**src/rtl/alu_seq_ctrl.sv**
```systemverilog
// alu_seq_ctrl: one-command-at-a-time front-end for a 4-bit ALU with an
// internal accumulator. Commands arrive on a valid/ready channel, execute
// against the accumulator, and the registered result leaves on a
// valid/ready response channel. The FSM runs IDLE -> EXEC -> RESP.
// Optional feature macro: ALU_SEQ_OVF_EN adds the rsp_ovf port and a
// registered signed-overflow flag.
module alu_seq_ctrl #(
  parameter int WIDTH = 4
) (
  input  logic             clk,
  input  logic             rst_n,
  input  logic             cmd_valid,
  output logic             cmd_ready,
  input  logic [2:0]       cmd_op,
  input  logic [WIDTH-1:0] cmd_b,
  input  logic             cmd_cin,
  output logic             rsp_valid,
  input  logic             rsp_ready,
  output logic [WIDTH-1:0] rsp_data,
  output logic             rsp_cout,
  output logic             rsp_zero
`ifdef ALU_SEQ_OVF_EN
  ,
  output logic             rsp_ovf
`endif
);

  typedef enum logic [1:0] {
    S_IDLE = 2'd0,
    S_EXEC = 2'd1,
    S_RESP = 2'd2
  } state_e;

  typedef enum logic [2:0] {
    OP_LOAD = 3'd0,
    OP_ADD  = 3'd1,
    OP_SUB  = 3'd2,
    OP_NAND = 3'd3,
    OP_NOR  = 3'd4,
    OP_ADDC = 3'd5,
    OP_SUBB = 3'd6,
    OP_READ = 3'd7
  } op_e;

  state_e           r_state;
  state_e           w_state_nxt;

  // Command captured at accept; the ALU works from these, not the live inputs.
  op_e              r_op;
  logic [WIDTH-1:0] r_b;
  logic             r_cin;

  // Architectural state: accumulator plus flags.
  logic [WIDTH-1:0] r_acc;
  logic             r_carry;
  logic             r_zero;

  logic             w_cin;
  logic [WIDTH:0]   w_add;
  logic [WIDTH:0]   w_sub;
  logic [WIDTH-1:0] w_acc_nxt;
  logic             w_carry_nxt;

`ifdef ALU_SEQ_OVF_EN
  logic             r_ovf;
  logic             w_ovf_nxt;
  logic             w_add_ovf;
  logic             w_sub_ovf;
`endif

  // State register.
  always_ff @(posedge clk or negedge rst_n) begin
    if (!rst_n) begin
      r_state <= S_IDLE;
    end else begin
      r_state <= w_state_nxt;
    end
  end

  // Next-state logic: one command in flight, EXEC is always a single cycle.
  always_comb begin
    w_state_nxt = r_state;
    case (r_state)
      S_IDLE:  if (cmd_valid) w_state_nxt = S_EXEC;
      S_EXEC:  w_state_nxt = S_RESP;
      S_RESP:  if (rsp_ready) w_state_nxt = S_IDLE;
      default: w_state_nxt = S_IDLE;
    endcase
  end

  // Capture the command on the accept edge.
  always_ff @(posedge clk or negedge rst_n) begin
    if (!rst_n) begin
      r_op  <= OP_LOAD;
      r_b   <= '0;
      r_cin <= 1'b0;
    end else if (r_state == S_IDLE && cmd_valid) begin
      r_op  <= op_e'(cmd_op);
      r_b   <= cmd_b;
      r_cin <= cmd_cin;
    end
  end

  // ALU: WIDTH+1-bit add/subtract so the top bit is carry or borrow.
  always_comb begin
    w_cin = (r_op == OP_ADDC || r_op == OP_SUBB) ? r_carry : r_cin;
    w_add = {1'b0, r_acc} + {1'b0, r_b} + {{WIDTH{1'b0}}, w_cin};
    w_sub = {1'b0, r_acc} - {1'b0, r_b} - {{WIDTH{1'b0}}, w_cin};
    w_acc_nxt   = r_acc;
    w_carry_nxt = r_carry;
    case (r_op)
      OP_LOAD: begin
        w_acc_nxt   = r_b;
        w_carry_nxt = 1'b0;
      end
      OP_ADD, OP_ADDC: begin
        w_acc_nxt   = w_add[WIDTH-1:0];
        w_carry_nxt = w_add[WIDTH];
      end
      OP_SUB, OP_SUBB: begin
        w_acc_nxt   = w_sub[WIDTH-1:0];
        w_carry_nxt = w_sub[WIDTH];
      end
      OP_NAND: begin
        w_acc_nxt   = ~(r_acc & r_b);
        w_carry_nxt = 1'b0;
      end
      OP_NOR: begin
        w_acc_nxt   = ~(r_acc | r_b);
        w_carry_nxt = 1'b0;
      end
      default: begin
        w_acc_nxt   = r_acc;
        w_carry_nxt = r_carry;
      end
    endcase
  end

`ifdef ALU_SEQ_OVF_EN
  // Signed overflow from operand/result sign bits; READ keeps the old flag.
  always_comb begin
    w_add_ovf = (r_acc[WIDTH-1] == r_b[WIDTH-1]) &&
                (w_add[WIDTH-1] != r_acc[WIDTH-1]);
    w_sub_ovf = (r_acc[WIDTH-1] != r_b[WIDTH-1]) &&
                (w_sub[WIDTH-1] != r_acc[WIDTH-1]);
    w_ovf_nxt = 1'b0;
    case (r_op)
      OP_ADD, OP_ADDC: w_ovf_nxt = w_add_ovf;
      OP_SUB, OP_SUBB: w_ovf_nxt = w_sub_ovf;
      OP_READ:         w_ovf_nxt = r_ovf;
      default:         w_ovf_nxt = 1'b0;
    endcase
  end

  // Overflow flag register, written only in EXEC.
  always_ff @(posedge clk or negedge rst_n) begin
    if (!rst_n) begin
      r_ovf <= 1'b0;
    end else if (r_state == S_EXEC) begin
      r_ovf <= w_ovf_nxt;
    end
  end

  assign rsp_ovf = r_ovf;
`endif

  // Accumulator and flags update once per command, in EXEC.
  always_ff @(posedge clk or negedge rst_n) begin
    if (!rst_n) begin
      r_acc   <= '0;
      r_carry <= 1'b0;
      r_zero  <= 1'b1;
    end else if (r_state == S_EXEC) begin
      r_acc   <= w_acc_nxt;
      r_carry <= w_carry_nxt;
      r_zero  <= (w_acc_nxt == '0);
    end
  end

  assign cmd_ready = (r_state == S_IDLE);
  assign rsp_valid = (r_state == S_RESP);
  assign rsp_data  = r_acc;
  assign rsp_cout  = r_carry;
  assign rsp_zero  = r_zero;

endmodule

```
**config.mk**
```make
export PLATFORM = sky130hd
export DESIGN_NAME = alu_seq_ctrl
export DESIGN_NICKNAME = d
export VERILOG_FILES = /design/src/rtl/alu_seq_ctrl.sv
export SDC_FILE = /design/constraint.sdc
export NUM_CORES = 1
export LEC_CHECK = 0
export BUFFER_PORTS_ARGS = -buffer_cell sky130_fd_sc_hd__buf_2
export CAP_MARGIN = 20
export CORE_MARGIN = 1
export CORE_UTILIZATION = 30
export CTS_CLUSTER_DIAMETER = 40
export DETAILED_ROUTE_END_ITERATION = 7
export MAX_ROUTING_LAYER = met4
export SETUP_SLACK_MARGIN = 0.4
export SLEW_MARGIN = 15
export SYNTH_ARGS = -nofsm -noshare
export SYNTH_HDL_FRONTEND = slang
export SYNTH_SLANG_ARGS = --single-unit
```
**constraint.sdc**
```tcl
create_clock -name clk -period 2.9 [get_ports clk]
set_input_delay 0.29 -clock clk [delete_from_list [all_inputs] [get_ports clk]]
set_output_delay 0.29 -clock clk [all_outputs]
set_load 0.02 [all_outputs]
```
==> After elaboration in Yosys (flattened, before gate mapping) <==
Index checks and enable logic that the tools add are counted.
{ "word_totals": {"register_bits": 16, "in_bits": 12, "word_cells": 42} }
{ "op_classes": {"addsub": 4, "eq_ne": 10, "n_mux": 6, "n_bitwise": 4, "n_reduce_logical": 11} }
{ "ops": {"columns": ["operator", "count"], "rows": [
  ["one-hot mux 4 bit (5 select lines)", 1],
  ["equality test 3 bit (second input constant)", 3],
  ["NOT 4 bit", 2],
  ["equality test 3 x 2 -> 1 bit (second input constant)", 2],
  ["one-hot mux 2 bit (3 select lines)", 1],
  ["adder 4 x 4 -> 5 bit", 1],
  ["adder 5 x 1 -> 5 bit", 1],
  ["subtractor 4 x 4 -> 5 bit", 1],
  ["subtractor 5 x 1 -> 5 bit", 1],
  ["bitwise AND 4 bit", 1],
  ["zero test 4 bit", 1],
  ["two-way mux 2 bit", 2],
  ["OR 4 bit", 1],
  ["AND reduction 2 bit", 2],
  ["OR reduction 2 bit", 2],
  ["equality test 3 x 1 -> 1 bit (second input constant)", 1],
  ["zero test 3 bit", 1],
  ["one-hot mux 1 bit (3 select lines)", 1],
  ["nonzero test 3 bit", 1],
  ["OR reduction 3 bit", 1],
  ["equality test 2 x 1 -> 1 bit (second input constant)", 1],
  ["equality test 2 bit (second input constant)", 1],
  ["zero test 2 bit", 1],
  ["!= test 2 x 1 -> 1 bit (second input constant)", 1],
  ["4 further kinds", 4]
]} }

==> Depth between registers and ports, before layout <==
Gate-level depths: netlist of run 1.
{ "depth": {"ltp_word": 6, "mapped_depth": 13} }

==> Worst setup path after synthesis of run 1 <==
OpenSTA, ideal clock, no wires.
{ "synth_timing": {"kind": "reg2reg", "start": "register r_op[1]", "end": "register r_zero (netlist: rsp_zero)", "setup_time_ns": 0.097, "arrival_ns": 2.831, "setup_slack_ns": -0.029, "path_stages_with_launch": 14, "path_buffers": 1, "period_less_slack_ns": 2.929, "path_cell_list": "dfrtp_1 > buf_2 > nor2b_1 > o21ai_0 > mux2i_1 > inv_1 > fa_1 > inv_1 > ha_1 > o21ai_0 > a21oi_1 > o21a_1 > a211o_1 > o41ai_2"} }
{ "synth_between": {"elab_chain_len": 6, "word_cells_on_any_way": 15, "classes_between": "add/sub: 2; eq/ne: 6; mux: 2; reduce/logical: 5"} }
{ "synth_lines": {"columns": ["element", "line_no", "text"], "rows": [
  ["from (decl)", "49", "op_e r_op;"],
  ["from (signal assigned)", "98", "r_op <= op_e'(cmd_op);"],
  ["equality test 3 bit", "106, 111", null],
  ["logical OR 1 bit", "106", "w_cin = (r_op == OP_ADDC || r_op == OP_SUBB) ? r_carry : r_cin;"],
  ["two-way mux 1 bit", "106", null],
  ["subtractor 5 x 1 -> 5 bit / adder 5 x 1 -> 5 bit (equally long branches)", "108, 107", null],
  ["one-hot mux 4 bit (5 select lines) (*)", "111", "case (r_op)"],
  ["zero test 4 bit (*)", "176", "r_zero <= (w_acc_nxt == '0);"],
  ["to (signal assigned)", "176", null],
  ["to (decl)", "56", "logic r_zero;"]
]} }
Every way passes the cells marked *; elsewhere a longest branch is shown, timed or not.
A chain may end at the register's enable or synchronous reset.

==> Worst setup path in the final report of run 1 <==
{ "layout_timing": {"start": "register r_op[0]", "end": "register r_zero (netlist: rsp_zero)"} }
The elaborated chain is that of the path after synthesis.

==> results.sh, run 1 <==
export IMPL_outcome="complete, no violations"
export IMPL_dieArea_sq_um=4450
export IMPL_hold_class="in2reg"
export IMPL_fin_nets=190
export IMPL_grt_pass1_wl_um=5000
export IMPL_rsz0062_at_grt="yes"
export IMPL_timing_fmax_mhz=353
export IMPL_antenna_found_initial=0
export IMPL_netlist_area_sq_um=1260
export IMPL_fin_worst_skew_ns=0.00501
export IMPL_yosysWarnings=0
export IMPL_period_share=0.976
export IMPL_final_seq_area_sq_um=402
export IMPL_crit_slowest_cell="fa_1"
export IMPL_post_route_util=0.404
export IMPL_worst_path_buf_inv=2
export IMPL_dr_pass1_iters=4
export IMPL_drt_iter0_markers=25
export IMPL_ys_flop_type="dfrtp_1"
export IMPL_reg2reg_from="r_op[0]"
export IMPL_synth_compound_area_share=0.193
export IMPL_critPathTopFamily="compound AO/OA/AOI/OAI gates"
export IMPL_area_delta_synth_final_pct=28.6
export IMPL_rows=23
export IMPL_cts_root_buf="clkbuf_8"
export IMPL_required_ns=3.06
export IMPL_multi_input_area_sq_um=846
export IMPL_synth_xor_area_frac=0.0348
export IMPL_track_usage=0.157
export IMPL_die_x_um=66.7
export IMPL_yosys_area_share_simple=0.102
export IMPL_worstHoldStart="cmd_b[3]"
export IMPL_yosysTopAreaCell="dfrtp_1"
export IMPL_ys_ff_latch=16
export IMPL_maxSlewHeadroom=0.632
export IMPL_dpl_hpwl_um=2220
export IMPL_grt_pass1_vias=1033
export IMPL_layout_drive_gt1_share=0.371
export IMPL_htree_levels=1
export IMPL_grt_max_degree=17
export IMPL_path_clk_slew_ns=0.07
export IMPL_io_buffers=19
export IMPL_clk_latency_ns=0.26
export IMPL_cts_tree="yes"
export IMPL_antenna_cells=0
export IMPL_finalSetupViolations=0
export IMPL_ant_nets=0
export IMPL_synth_area_per_cell_sq_um=9.67
export IMPL_critPathLaunchType="flop"
export IMPL_criticalPathCategory="reg2reg"
export IMPL_maxCapViolCount=0
export IMPL_drt_wirelength_per_cell_um=14.2
export IMPL_clockBufferDepth=2
export IMPL_worstPathCellList="nor2b_4 -> o21ai_2 -> mux2i_1 -> inv_1 -> fa_1 -> inv_1 -> ha_2 -> o21ai_2 -> a21oi_2 -> o21a_1 -> a211o_1 -> o41ai_2"
export IMPL_fillers=385
export IMPL_clkSinkCount=16
export IMPL_ys_types=37
export IMPL_ys_seq_area_frac=0.319
export IMPL_hold_viol_final=0
export IMPL_synth_top_family_by_area="adder cells"
export IMPL_max_stage_delay_ns=0.53
export IMPL_start_util=0.314
export IMPL_io_pins=20
export IMPL_crit_fanout=4
export IMPL_synthMuxAreaShare=0.0786
export IMPL_cts_made_buffers=3
export IMPL_min_period_ns=2.83
export IMPL_cp_end_kind="flop"
export IMPL_via_count=1038
export IMPL_gp_congestion=0.819
export IMPL_critPathArrivalTime_ns=2.99
export IMPL_worstMarginPinSlew_ns=0.552
export IMPL_fp_coreArea_sq_um=4000
export IMPL_synth_edf_count=0
export IMPL_crit_start="r_op[0]"
export IMPL_avgViaCountPerCell=4.97
export IMPL_synth_area_leaders="dfrtp_1 30%, ha_1 14%, fa_1 6.4%, mux2_2 6.3%, inv_1 5.1%"
export IMPL_drc=0
export IMPL_gr_total_overflow=0
export IMPL_synthAdderAreaFrac=0.203
export IMPL_synth_fp_nets=160
export IMPL_synth_cells=130
export IMPL_yosys_area_top_type_share=0.299
export IMPL_async_flop_share=1.00
export IMPL_die_h_um=66.7
export IMPL_drv_slew=0
export IMPL_routed_wl_um=2970
cells in the final DEF, fill, tap and decap left out, types with 3 or more instances in the layout:
master | netlist | final
a21oi_2 | 1 | 4
mux2_2 | 7 | 4
xor2_1 | 3 | 3
o21a_1 | 4 | 4
buf_4 | 0 | 8
buf_2 | 3 | 19
inv_1 | 17 | 15
nor2_1 | 3 | 3
nand2_1 | 8 | 8
nand2b_1 | 4 | 4
ha_1 | 14 | 12
clkbuf_8 | 0 | 4
o21ai_0 | 11 | 7
o21ai_1 | 1 | 3
mux2_4 | 0 | 3
dfrtp_1 | 15 | 15
worst paths after layout:
kind / to / slack (ns) / cells past startpoint
min reg2reg: rsp_zero / 0.49 / 2
min in group asynchronous: rsp_data[1] / 0.47 / 2
min: r_b[3] / 0.23 / 3
max in group asynchronous: rsp_zero / 2.12 / 2
max: rsp_zero / 0.07 / 12
max reg2reg: rsp_zero / 0.07 / 12
through the flow:
stage | setup TNS, ns | instances | hold WS (ns) | setup WS (ns) | cell area [sq um]
after global routing | -0.102 | 209 | 0.235 | -0.0889 | 1620
after floorplan | 0 | 130 | -0.00559 | 0.0740 | 1280
after global placement | 0 | 199 | 0.227 | 0.0684 | 1450
after CTS | 0 | 209 | 0.228 | 0.116 | 1600
after detailed placement | 0 | 199 | 0.227 | 0.00748 | 1450
final | 0 | 209 | 0.228 | 0.0699 | 1620
routing by layer:
| layer | vias up | share of wire | global-route usage |
|---|---|---|---|
| met5 | - | 0 | - |
| met1 | 508 | 0.45 | 0.204 |
| met2 | 21 | 0.49 | 0.240 |
| li1 | 502 | - | - |
| met4 | 0 | 0.018 | 0.0612 |
| met3 | 7 | 0.044 | 0.0308 |
tightest hold or removal path, cell delays in order:
cell and delay (ns):
buf_2 0.07, nand2_1 0.03, o21ai_0 0.05
cells by family after synthesis:
| group | after synthesis |
|---|---|
| AO/OA/AOI/OAI | 35 |
| XOR/XNOR | 5 |
| adder cells (fa/ha/maj) | 18 |
| buffers and inverters | 22 |
| flip-flops | 16 |
| multiplexers | 9 |
| AND/OR/NAND/NOR | 25 |
state kept, by name (all words and copies together), names as in the netlist:
register and count:
r_cin 1, r_state 2, rsp_data 4, rsp_cout 1, rsp_zero 1, r_op 3, r_b 4
cells in the mapped netlist (4+ instances only):
| cell | n |
|---|---|
| nand2b_1 | 4 |
| fa_1 | 4 |
| ha_1 | 14 |
| mux2_2 | 7 |
| o21a_1 | 4 |
| a21oi_1 | 4 |
| inv_1 | 17 |
| o21ai_0 | 11 |
| dfrtp_1 | 15 |
| nand2_1 | 8 |
timing repair:
action / in CTS / in global routing
endpoints found under the hold margin: 15 / 0
gates resized for setup: 13 / 5
gates cloned: 0 / 0
pin swaps: 6 / 1
buffers inserted: 5 / 0
setup endpoints to repair: 6 / 6
hold buffers: 1 / 0
final cells by class:
cell class                      count  area share
Tap cell                           50      0.0387
Timing Repair Buffer               30       0.116
Inverter                           17      0.0395
Sequential cell                    16       0.248
Clock buffer                        4      0.0341
Multi-Input combinational cell     92       0.523
Power of run 1 is not shown: default switching activity piles up to over one toggle a cycle in this logic, so the estimate is an artifact.
==> run 2: changes to the inputs <==
==> constraint.sdc (replaced) <==
create_clock -name clk -period 3 [get_ports clk]
set_input_delay 0.3 -clock clk [delete_from_list [all_inputs] [get_ports clk]]
set_output_delay 0.3 -clock clk [all_outputs]
set_load 0.02 [all_outputs]
==> run 2 against run 1 <==
Effect of this change:
- die area did not move
- global-route usage fell by 1.2 points
- critical path depth is the same
- sequential cell count is the same
- design area decreased by 1.5%
- hold slack improved by 0.010 ns
- maximum frequency increased by 1.5%
- routed wire length shrank 3.4%
- non-clock buffer count did not move
- largest cell class unchanged
- cell count did not move
- first-iteration DRC count is 36% higher
==> results.sh, run 2 (synthesis results as in run 1) <==
export IMPL_outcome="complete, no violations"
export IMPL_clkSinkCount=16
export IMPL_period_share=0.929
export IMPL_fin_nets=190
export IMPL_area_delta_synth_final_pct=26.6
export IMPL_cts_tree="yes"
export IMPL_use_met3=0.0223
export IMPL_min_period_ns=2.79
export IMPL_clockBufferDepth=2
export IMPL_hold_viol_final=0
export IMPL_clk_latency_ns=0.26
export IMPL_finalSetupViolations=0
export IMPL_reg2reg_from="r_op[1]"
export IMPL_dpl_hpwl_um=2210
export IMPL_drc=0
export IMPL_criticalPathCategory="reg2reg"
export IMPL_dieArea_sq_um=4450
export IMPL_final_setup_tns_ns=0
export IMPL_path_clk_slew_ns=0.07
export IMPL_detailed_place_area_sq_um=1440
export IMPL_postLayoutCellArea_sq_um=1590
export IMPL_antenna_found_initial=0
export IMPL_fp_coreArea_sq_um=4000
export IMPL_grt_pass1_wl_um=4620
export IMPL_final_common_cell="buf_2"
export IMPL_via_count=1023
export IMPL_gp_congestion=0.821
export IMPL_reg2reg_to="rsp_zero"
export IMPL_die_x_um=66.7
export IMPL_use_met1=0.180
export IMPL_avgViaCountPerCell=4.89
export IMPL_use_met2=0.236
export IMPL_crit_start="r_op[1]"
export IMPL_fillers=385
export IMPL_multi_input_area_sq_um=827
export IMPL_maxCapViolCount=0
export IMPL_grt_pass1_vias=1010
export IMPL_antenna_cells=0
export IMPL_drv_slew=0
export IMPL_maxSlewHeadroom=0.660
export IMPL_final_seq_area_sq_um=403
export IMPL_final_cell_mix="19 x buf_2, 16 x inv_1, 14 x dfrtp_1"
export IMPL_cts_made_buffers=3
export IMPL_ant_nets=0
export IMPL_endpoint="rsp_zero"
export IMPL_cts_root_buf="clkbuf_8"
export IMPL_required_ns=3.16
export IMPL_grt_max_degree=17
export IMPL_timing_fmax_mhz=359
export IMPL_fin_worst_skew_ns=0.00555
export IMPL_io_buffers=19
export IMPL_r2r_slack_ns=0.21
export IMPL_track_usage=0.145
export IMPL_routed_wl_um=2870
export IMPL_rows=23
export IMPL_htree_levels=1
export IMPL_r2r_cells=12
export IMPL_dr_pass1_iters=4
export IMPL_start_util=0.314
export IMPL_io_pins=20
export IMPL_top_usage_layer="met2"
export IMPL_hold_class="in2reg"
export IMPL_critPathArrivalTime_ns=2.95
export IMPL_drt_wirelength_per_cell_um=13.7
export IMPL_critPathLaunchType="flop"
export IMPL_cp_end_kind="flop"
export IMPL_crit_fanout=3
export IMPL_die_h_um=66.7
export IMPL_layout_drive_gt1_share=0.365
export IMPL_worstMarginPinSlew_ns=0.510
export IMPL_rsz0062_at_grt="yes"
export IMPL_drt_iter0_markers=34
export IMPL_gr_total_overflow=0
==> run 2: cell counts in the layout (fill, tap and decap cells not counted) <==
Identical to the previous run, type by type.
==> run 2: what timing repair did <==
item | 4_1_cts | 5_1_grt
resized for setup | 4 | 10
buffers inserted | 4 | 2
endpoints found under the hold margin | 15 | 0
pin swaps | 4 | 7
hold buffers | 1 | 0
setup endpoints to repair | 6 | 6
==> run 2: through the flow <==
stage / cells / util / hold slack, ns / worst slack [ns]
final: 209 / 0.398 / 0.238 / 0.212
after global routing: 209 / 0.398 / 0.247 / 0.0821
after CTS: 207 / 0.387 / 0.241 / 0.162
after detailed placement: 198 / 0.361 / 0.242 / 0.0538
after global placement: 198 / 0.361 / 0.236 / 0.107
after floorplan: 130 / - / 0.00441 / 0.174
==> run 2: metal layers <==
metal,routed length (um),part of all wire,up-vias
met5,0,0,-
met2,1440,0.50,15
met4,43,0.015,0
met3,60,0.021,5
met1,1330,0.46,502
li1,-,-,501
==> run 2: worst max-delay path, stage by stage, from the launching register on <==
cell,delay (ns)
dfrtp_2,0.44
nor2b_4,0.14
o21ai_2,0.13
mux2i_1,0.24
buf_4,0.14
fa_2,0.20
inv_2,0.04
fa_2,0.52
inv_1,0.05
a221oi_2,0.20
o21a_1,0.16
nand2b_1,0.09
o41ai_2,0.34
==> run 2: area by class of cell <==
class / instances / share of cell area
multi-input cells: 92 / 0.520
clock buffers: 4 / 0.0346
well taps: 50 / 0.0393
flip-flops and latches: 16 / 0.253
inverters: 17 / 0.0401
repair buffers: 30 / 0.113
==> run 2: how the worst min path moves through the flow <==
stage,slack (ns),start,cells after the start,to
detailed placement,0.24,rst_n,1,r_cin
global route,0.25,cmd_op[1],3,r_op[1]
floorplan,0.004,rst_n,0,r_b[0]
finish,0.24,rsp_ready,2,r_state[1]
global placement,0.24,rst_n,1,r_b[0]
CTS,0.24,cmd_b[3],3,r_b[3]
Power of run 2 is left out for the same reason.
